===== src/rtl/mcx_pkg.sv =====
// Shared MCX definitions used by the cores and by the XBus arbiter.
// Contents:
//   DW_DEFAULT    - data width of the signed MCX accumulator
//   xbus_state_e  - arbiter FSM states
//   ADDR_*        - MCX register/port addresses
//   is_xbus_addr  - true when an address selects an XBus pin
package mcx_pkg;

    localparam int DW_DEFAULT = 11;

    typedef enum logic [1:0] {
        IDLE    = 2'd0,
        XFER    = 2'd1,
        RECOVER = 2'd2
    } xbus_state_e;

    localparam logic [11:0] ADDR_ACC = 12'h801;
    localparam logic [11:0] ADDR_DAT = 12'h802;
    localparam logic [11:0] ADDR_P0  = 12'h803;
    localparam logic [11:0] ADDR_P1  = 12'h804;
    localparam logic [11:0] ADDR_X0  = 12'h805;
    localparam logic [11:0] ADDR_X1  = 12'h806;
    localparam logic [11:0] ADDR_X2  = 12'h807;
    localparam logic [11:0] ADDR_X3  = 12'h808;

    // The X0..X3 pins are the ones routed through the XBus arbiter.
    function automatic logic is_xbus_addr(input logic [11:0] addr);
        return (addr >= ADDR_X0) && (addr <= ADDR_X3);
    endfunction

endpackage


===== src/rtl/xbus_arbiter_rr_pick.sv =====
// Circular priority pick: returns the first set bit of req_i, searching
// upward from ptr_i and wrapping at N-1 -> 0.
// Ports:
//   req_i   [N-1:0]  candidate vector
//   ptr_i   [PW-1:0] search start index (0..N-1)
//   idx_o   [PW-1:0] selected index (0 when nothing is found)
//   found_o          at least one bit of req_i is set
module rr_pick #(
    parameter int N  = 4,
    parameter int PW = 2
) (
    input  logic [N-1:0]  req_i,
    input  logic [PW-1:0] ptr_i,
    output logic [PW-1:0] idx_o,
    output logic          found_o
);

    // (base + k) mod N, for base < N and k < N.
    function automatic logic [PW-1:0] wrap_add(input logic [PW-1:0] base, input int k);
        int s;
        s = int'(base) + k;
        if (s >= N) begin
            s = s - N;
        end else begin
            s = s;
        end
        return PW'(s);
    endfunction

    // Scan from the farthest position back to the pointer so the closest hit wins.
    always_comb begin
        idx_o   = {PW{1'b0}};
        found_o = 1'b0;
        for (int k = N - 1; k >= 0; k--) begin
            if (req_i[wrap_add(ptr_i, k)]) begin
                idx_o   = wrap_add(ptr_i, k);
                found_o = 1'b1;
            end else begin
                found_o = found_o;
            end
        end
    end

endmodule


===== src/rtl/xbus_arbiter.sv =====
// XBus arbiter: pairs one pending blocking writer with one pending blocking
// reader (round-robin on each side), moves the value and acks both.
// Ports:
//   clk, nrst           clock, async active-low reset
//   wr_req / rd_req     per-client level requests, held until acked
//   wr_data             per-client write values, slice i = [i*DW +: DW]
//   wr_ack / rd_ack     one-cycle ack pulses (rd_data valid with rd_ack)
//   rd_data             shared read value, holds between transfers
//   wr_pending          a legal write is waiting (core wake source)
//   err                 sticky: client raised wr_req and rd_req together
//   xfer_count          completed transfers, wrapping
module xbus_arbiter
    import mcx_pkg::*;
#(
    parameter int NUM_CLIENTS = 4,
    parameter int DW          = DW_DEFAULT,
    parameter int CW          = 16
) (
    input  logic                      clk,
    input  logic                      nrst,
    input  logic [NUM_CLIENTS-1:0]    wr_req,
    input  logic [NUM_CLIENTS*DW-1:0] wr_data,
    input  logic [NUM_CLIENTS-1:0]    rd_req,
    output logic [NUM_CLIENTS-1:0]    wr_ack,
    output logic [NUM_CLIENTS-1:0]    rd_ack,
    output logic [DW-1:0]             rd_data,
    output logic                      wr_pending,
    output logic [NUM_CLIENTS-1:0]    err,
    output logic [CW-1:0]             xfer_count
);

    localparam int             PW       = (NUM_CLIENTS > 1) ? $clog2(NUM_CLIENTS) : 1;
    localparam logic [PW-1:0]  LAST_IDX = PW'(NUM_CLIENTS - 1);
    localparam logic [PW-1:0]  IDX_ONE  = PW'(32'd1);
    localparam logic [CW-1:0]  CNT_ONE  = CW'(32'd1);

    xbus_state_e            state_q, state_d;
    logic [PW-1:0]          gw_q, gw_d, gr_q, gr_d;
    logic [PW-1:0]          wptr_q, wptr_d, rptr_q, rptr_d;
    logic [DW-1:0]          wbuf_q, wbuf_d;
    logic [NUM_CLIENTS-1:0] wr_ack_q, wr_ack_d, rd_ack_q, rd_ack_d;
    logic [DW-1:0]          rd_data_q, rd_data_d;
    logic [CW-1:0]          cnt_q, cnt_d;
    logic [NUM_CLIENTS-1:0] err_q;

    logic [NUM_CLIENTS-1:0] conflict_s, w_s, r_s;
    logic [PW-1:0]          sel_w_s, sel_r_s;
    logic                   found_w_s, found_r_s;
    logic [DW-1:0]          wdat_s [NUM_CLIENTS];

    function automatic logic [NUM_CLIENTS-1:0] onehot(input logic [PW-1:0] idx);
        logic [NUM_CLIENTS-1:0] one;
        one = {{(NUM_CLIENTS-1){1'b0}}, 1'b1};
        return one << idx;
    endfunction

    function automatic logic [PW-1:0] next_idx(input logic [PW-1:0] idx);
        if (idx == LAST_IDX) begin
            return {PW{1'b0}};
        end else begin
            return idx + IDX_ONE;
        end
    endfunction

    for (genvar i = 0; i < NUM_CLIENTS; i++) begin : g_unpack
        assign wdat_s[i] = wr_data[i*DW +: DW];
    end

    // A client asking both ways at once is excluded from both sides.
    assign conflict_s = wr_req & rd_req;
    assign w_s        = wr_req & ~conflict_s;
    assign r_s        = rd_req & ~conflict_s;
    assign wr_pending = |w_s;

    rr_pick #(.N(NUM_CLIENTS), .PW(PW)) u_pick_w (
        .req_i   (w_s),
        .ptr_i   (wptr_q),
        .idx_o   (sel_w_s),
        .found_o (found_w_s)
    );

    rr_pick #(.N(NUM_CLIENTS), .PW(PW)) u_pick_r (
        .req_i   (r_s),
        .ptr_i   (rptr_q),
        .idx_o   (sel_r_s),
        .found_o (found_r_s)
    );

    // Next-state and next-output logic of the transfer FSM.
    always_comb begin
        state_d   = state_q;
        gw_d      = gw_q;
        gr_d      = gr_q;
        wbuf_d    = wbuf_q;
        wptr_d    = wptr_q;
        rptr_d    = rptr_q;
        wr_ack_d  = {NUM_CLIENTS{1'b0}};
        rd_ack_d  = {NUM_CLIENTS{1'b0}};
        rd_data_d = rd_data_q;
        cnt_d     = cnt_q;
        case (state_q)
            IDLE: begin
                // Write value is captured here; later changes do not matter.
                if (found_w_s && found_r_s) begin
                    gw_d    = sel_w_s;
                    gr_d    = sel_r_s;
                    wbuf_d  = wdat_s[sel_w_s];
                    state_d = XFER;
                end else begin
                    state_d = IDLE;
                end
            end
            XFER: begin
                wr_ack_d  = onehot(gw_q);
                rd_ack_d  = onehot(gr_q);
                rd_data_d = wbuf_q;
                cnt_d     = cnt_q + CNT_ONE;
                wptr_d    = next_idx(gw_q);
                rptr_d    = next_idx(gr_q);
                state_d   = RECOVER;
            end
            RECOVER: begin
                // Acks are visible now; clients drop their reqs before next IDLE.
                state_d = IDLE;
            end
            default: begin
                state_d = IDLE;
            end
        endcase
    end

    // State and output registers; reset aborts any transfer in flight.
    always_ff @(posedge clk or negedge nrst) begin
        if (!nrst) begin
            state_q   <= IDLE;
            gw_q      <= {PW{1'b0}};
            gr_q      <= {PW{1'b0}};
            wptr_q    <= {PW{1'b0}};
            rptr_q    <= {PW{1'b0}};
            wbuf_q    <= {DW{1'b0}};
            wr_ack_q  <= {NUM_CLIENTS{1'b0}};
            rd_ack_q  <= {NUM_CLIENTS{1'b0}};
            rd_data_q <= {DW{1'b0}};
            cnt_q     <= {CW{1'b0}};
            err_q     <= {NUM_CLIENTS{1'b0}};
        end else begin
            state_q   <= state_d;
            gw_q      <= gw_d;
            gr_q      <= gr_d;
            wptr_q    <= wptr_d;
            rptr_q    <= rptr_d;
            wbuf_q    <= wbuf_d;
            wr_ack_q  <= wr_ack_d;
            rd_ack_q  <= rd_ack_d;
            rd_data_q <= rd_data_d;
            cnt_q     <= cnt_d;
            err_q     <= err_q | conflict_s;
        end
    end

    assign wr_ack     = wr_ack_q;
    assign rd_ack     = rd_ack_q;
    assign rd_data    = rd_data_q;
    assign err        = err_q;
    assign xfer_count = cnt_q;

endmodule


===== config.mk =====
export PLATFORM = sky130hd
export DESIGN_NAME = xbus_arbiter
export DESIGN_NICKNAME = d
export VERILOG_FILES = /design/src/rtl/mcx_pkg.sv /design/src/rtl/xbus_arbiter_rr_pick.sv /design/src/rtl/xbus_arbiter.sv
export SDC_FILE = /design/constraint.sdc
export NUM_CORES = 1
export LEC_CHECK = 0
export ABC_AREA = 1
export ABC_CLOCK_PERIOD_IN_PS = 1600
export CELL_PAD_IN_SITES_DETAIL_PLACEMENT = 0
export CELL_PAD_IN_SITES_GLOBAL_PLACEMENT = 2
export CORE_MARGIN = 2
export CORE_UTILIZATION = 24
export CTS_CLUSTER_SIZE = 12
export DETAILED_ROUTE_END_ITERATION = 16
export MAX_ROUTING_LAYER = met4
export PLACE_DENSITY = 0.78
export SYNTH_ARGS = -nofsm -noshare
export SYNTH_HDL_FRONTEND = slang
export SYNTH_SLANG_ARGS = --single-unit

===== constraint.sdc =====
create_clock -name clk -period 1.6 [get_ports clk]
set_input_delay 0.24 -clock clk [delete_from_list [all_inputs] [get_ports clk]]
set_output_delay 0.24 -clock clk [all_outputs]
set_load 0.01 [all_outputs]

After elaboration in Yosys (flattened, before gate mapping)
Index checks and enable logic that the tools add are counted.

storage, ports and cells
  memories kept = 0
  logic and storage cells = 109
  latch bits = 0
  bits of input ports = 54
  memory bits (read-only) = 0
  bits in writable memories = 0
  bits in registers = 60
  output and inout port bits = 40

cells by class
  mux-type cells = 49
  magnitude comparators = 17
  reduce and logical (&&, ||, !) cells = 4
  $add $sub $neg = 17
  div/mod/pow operators = 0
  shift operators = 2
  multiply operators = 0
  equality and inequality tests = 3
  bitwise operators = 6

operator list
  kind                   number
  $mux 2                 18
  $lt 2x3->1 const B     8
  $bmux 11 s2            1
  $mux 11                2
  $ge 3x3->1 const B     7
  $mux 1                 17
  $add 16x1->16 const B  1
  $bmux 1 s2             8
  $sub 2x1->2 const B    8
  $add 2x2->3 const B    4
  $and 4x4->4            3
  $mux 4                 2
  $shl 1x2->4 const A    2
  $add 2x1->3 const B    2
  $ge 2x3->1 const B     2
  $add 2x1->2 const B    2
  $eq 2x2->1 const B     2
  $not 4->4              1
  $or 4x4->4             1
  $pmux 2 s2             1
  $reduce_or 4->1        1
  $not 2->3              1
  $eq 2x1->1 const B     1
  $logic_not 2->1        1
  other kinds (2)        2

Depth between registers and ports, before layout
  depth after elaboration = 13
  gate-level depth with buffers = 17
  mapped depth without buffers = 15

Hierarchy
Synthesis repeated with hierarchy kept, for this count alone.

second synthesis, totals
  cell total of the unflattened synthesis = 456
  area, all modules = 3350.7 µm²

modules (own cells, without submodules)
  module        sequential area each (µm²)  cells an instance  instances  area each (µm²)
  xbus_arbiter  1501.4                      368                1          2920.3
  rr_pick       0.0                         44                 2          215.2

Worst setup path before layout
No wires, ideal clock.

  path type = reg-to-reg
  start = register wptr_q[0]
  end = register wbuf_q[10]
  cell stages (with the launch flop) = 15
  path buffers = 2
  setup slack = -0.045 ns
  clock period less this slack = 1.645 ns
  data required time = 1.483 ns
  arrival = 1.528 ns
  library setup time = 0.117 ns
  cell sequence = dfrtp_1 buf_6 xnor2_1 nand2_1 nand2_1 inv_2 nand2_4 nand2_4 nand2_4 buf_2 nand3_1 nand3_1 nand2_1 nand2_1 nand2_1

on the way
  cells in the longest elaborated chain, start to end = 13
  elaborated cells between the ends (all ways) = 37
  classes of those cells = 7 x add/sub; 4 x order compare; 23 x mux; 1 x bitwise; 2 x reduce/logical

RTL lines
  what                                        line                                                    text
  from (decl)                                 xbus_arbiter.sv:39                                      logic [PW-1:0] wptr_q, wptr_d, rptr_q, rptr_d;
  from (signal assigned)                      xbus_arbiter.sv:138                                     wptr_q <= {PW{1'b0}};
  from (signal assigned)                      xbus_arbiter.sv:150                                     wptr_q <= wptr_d;
  $add 2x2->3                                 xbus_arbiter_rr_pick.sv:21                              s = int'(base) + k;
  $ge 3x3->1 or $sub 2x1->2 (tied branches)   xbus_arbiter_rr_pick.sv:22, xbus_arbiter_rr_pick.sv:23
  $mux 2                                      xbus_arbiter_rr_pick.sv:22                              if (s >= N) begin
  $bmux 1 s2                                  xbus_arbiter_rr_pick.sv:35                              if (req_i[wrap_add(ptr_i, k)]) begin
  $mux 1 (implied by the code)                xbus_arbiter_rr_pick.sv:35
  $mux 2 (4 in a row)                         xbus_arbiter_rr_pick.sv:35
  $not 2->3 (implied by the code)             xbus_arbiter.sv:107                                     wbuf_d = wdat_s[sel_w_s];
  $bmux 11 s2                                 xbus_arbiter.sv:107
  $mux 11 (implied by the code) (2 in a row)  xbus_arbiter.sv:107
  to (signal assigned)                        xbus_arbiter.sv:140                                     wbuf_q <= {DW{1'b0}};
  to (signal assigned)                        xbus_arbiter.sv:152                                     wbuf_q <= wbuf_d;
  to (decl)                                   xbus_arbiter.sv:40                                      logic [DW-1:0] wbuf_q, wbuf_d;

Parallel ways exist; a longest one is shown, timed or not. The select of a mux whose other input is x is not followed.
A chain may end at the register's enable or synchronous reset.

Final worst setup path
Ends and elaborated chain as after synthesis.

==> impl_metrics.yaml <==
outcome:
  status: "finished with violations"
  violations: "setup timing"
power:
  p_sw_uw: 4138
  ir_worst_vdd_v: 0.0006203
  clock_power_share_pct: 21.3
  p_per_area_mw_per_mm2: 1782
  p_seq_share_pct: 23.4
  power_frac_comb_pct: 55.4
  leakage_uw: 0.002928
  internal_power_uw: 6280
  switching_share_pct: 39.72
floorplanning:
  dieArea_mm2: 0.01502
  die_y_um: 122.6
  initial_core_util_pct: 24.40
  core_mm2: 0.01383
  io_pins: 94
  rows: 43
  dieWidth_um: 122.6
final_layout:
  syn2layout_area_growth_pct: 73.33
  final_common_cell: "nand2_1"
  register_area_mm2: 0.001508
  nets: 662
  multi_input_area_mm2: 0.001968
  final_layout_size_suffix_gt1_share_pct: 31.29
  layout_common_cells: "nand2_1, clkdlybuf4s50_1, inv_1"
  fillers: 1363
  num_antenna_cells: 0
detailed_routing:
  wirelength_um: 9911
  vias_per_cell: 4.134
  ant_nets: 0
  wl_per_cell_um: 12.64
  dr.pass1.iters: 4
  drt_iter0_markers: 162
  drc: 0
  num_vias: 3241
worst_setup_path:
  startpoint_type: "register"
  cp_num_buf_inv: 3
  r2r_end: "wbuf_q[10]$_DFFE_PN0P_"
  rr_worst_depth: 14
  worstReg2RegStart: "wptr_q[0]$_DFFE_PN0P_"
  startpoint: "wptr_q[0]$_DFFE_PN0P_"
  cp_max_fo: 8
  cp_common_cell: "nand2_2"
  r2r_slack_ps: -220
  slowest_stage: "dfrtp_2"
  critPathMaxStageDelay_ps: 490
  worstPathRequired_ps: 1820
  crit_chain: "inv_4 > nand2_2 > nand2_2 > nand2_2 > nand2_2 > nand2_4 > nand3_4 > buf_12 > clkbuf_16 > nand3_1 > nand3_1 > nand2_1 > nand2_1 > nand2_1"
  critPathTopFamily: "simple AND/OR/NAND/NOR gates"
  endpoint_kind: "register"
  cp.arrival_ps: 2040
  crit_type: "reg2reg"
min_path:
  holdPathStages: 3
  worst_hold_path.endpoint: "err[2]$_DFF_PN0_"
  holdCritPathClass: "in2reg"
  hp-start: "wr_req[2]"
timing:
  max_freq_mhz: 548.3
  clock_skew_ps: 5.976
  final.period_utilization_pct: 114.0
  worst_pin_slew_ps: 344.4
  timing.hold.ws_ps: 356.6
  layout_min_cycle_time_ps: 1824
  rsz0062_at_grt: "yes"
  maxSlewHeadroom_pct: 77.04
  fin_ws_ps: -223.9
  hold_viol: 0
  tns_ps: -2386
  finalSetupViolations: 16
  final_max_slew_viol_count: 0
cts:
  path_clk_slew_ps: 60
  cts_tree: "yes"
  ctsRootBufferMaster: "clkbuf_16"
  clock_path_buffers: 2
  cts_made_buffers: 9
  worstSkewPairLatency_ps: 330
  cts.sinks: 60
  htree_levels: 3
job:
  maxCapViolCount: 0
global_route:
  grt_start_max_net_pins: 61
  grt-ovfl-total: 0
  grt_pass1_wl_um: 14950
  antenna_found_initial: 0
  grtUsageTotal_pct: 13.16
  use_met3_pct: 2.974
  gr-usage-met1_pct: 17.25
  grt_pass1_vias: 3173
  grt-busiest-layer: "met2"
  grt_use_met2_pct: 20.35
synthesis:
  syn_inst: 444
  yosysWarnings: 0
  yosysSeqAreaShare_pct: 44.51
  synth_area_mm2: 0.003373
  synth.avg_cell_area_um2: 7.597
  synth_nets: 507
  ys_ff_latch: 60
  synthDistinctLibCells: 30
placement:
  dp_hpwl_um: 6716
  place_congestion: 0.7760
  numPortBuffers: 93
-- worst max-delay path by stage --
stage / cells past startpoint / slack (ps) / to
floorplan: 7 / -20 / xfer_count[14]$_DFFE_PN0P_
global placement: 13 / -500 / wbuf_q[0]$_DFFE_PN0P_
detailed placement: 16 / -550 / wbuf_q[5]$_DFFE_PN0P_
CTS: 15 / -160 / wbuf_q[5]$_DFFE_PN0P_
global route: 14 / -330 / wbuf_q[7]$_DFFE_PN0P_
finish: 14 / -220 / wbuf_q[10]$_DFFE_PN0P_
-- cell usage after synthesis --
cell type  number  share of area, %
nor2_4          1              0.33
nand4_1         1              0.19
a21boi_4        1              0.56
inv_1          67               7.5
nand2_1       155                17
o21ai_0        10               1.5
xnor2_1         8               2.1
nand4_2         1              0.37
buf_6           3               1.0
o211ai_1        2              0.44
nor3_1          2              0.30
buf_4           2              0.44
buf_2           4              0.59
nand2_2         3              0.56
ha_1            9               3.3
or2_4           1              0.26
nand3_4         1              0.52
clkbuf_1        4              0.44
nor3_2          3              0.89
nand2_4         4               1.3
a21oi_1         2              0.30
nand3_1        54               8.0
o21bai_1        5               1.1
nor2_2          1              0.19
a31oi_1         1              0.19
inv_2           5              0.56
nor2_1         23               2.6
dfrtp_1        60                45
xor2_1         10               2.6
o21ai_1         1              0.15
-- power groups by stage --
stage / Clock (µW) / Sequential (µW) / Combinational (µW)
after floorplan: 0 / 2400 / 2510
after global placement: 0 / 2400 / 4230
after detailed placement: 0 / 2410 / 4280
after CTS: 2270 / 2420 / 4650
after global routing: 2340 / 2510 / 6380
final: 2210 / 2440 / 5770
-- cells by family after synthesis --
family                     count (synthesis)  synth area share, %
AOI/OAI and AO/OA                         22                4.229
and+or+nand+nor                          250                32.75
xor gates and xnor gates                  18                4.674
adders and majority gates                  9                3.338
buffers and inverters                     85                10.50
DFF                                       60                44.51
-- flip-flops by register name, indices dropped and copies added (netlist names) --
signal	flops
xfer_count	16
rd_data	11
wbuf_q	11
err	4
rd_ack	4
wr_ack	4
gr_q	2
gw_q	2
rptr_q	2
state_q	2
wptr_q	2
-- stage by stage --
| stage | power, µW | worst slack [ps] | area (µm²) | instances | utilization (%) |
|---|---|---|---|---|---|
| 2_1_floorplan | 4911 | -22.30 | 3383 | 444 | - |
| 3_3_place_gp | 6630 | -501.9 | 4793 | 745 | 34.67 |
| 3_5_place_dp | 6692 | -554.6 | 4793 | 745 | 34.67 |
| 4_1_cts | 9328 | -164.4 | 5285 | 764 | 38.22 |
| 5_1_grt | 11230 | -327.6 | 5847 | 784 | 42.29 |
| 6_report | 10420 | -223.9 | 5847 | 784 | 42.29 |
-- cell type report --
cell class | count | area share [%]
clock buffers | 10 | 3.916
clock inverters | 6 | 1.905
inverters | 72 | 4.708
multi-input cells | 302 | 33.66
flip-flops and latches | 60 | 25.79
well taps | 180 | 3.852
repair buffers | 154 | 26.17
-- metal layers --
layer,wire [µm],share of wire [%],vias up
li1,-,-,1668
met1,4699,47,1489
met2,4730,48,76
met3,364,3.7,8
met4,117,1.2,0
met5,0,0,-
-- worst min-delay path, cell delays in order --
cell and delay [ps]:
dlygate4sd2_1 260, inv_2 70, o21bai_1 60
-- repair_timing --
action	CTS	global route
setup buffers	1	14
cloned	1	6
gates resized for setup	46	88
pin swaps	3	35
hold endpoints to repair	60	0
setup endpoints to repair	20	23
hold buffers	1	0
Note: power is estimated with default switching activity, not from simulation.
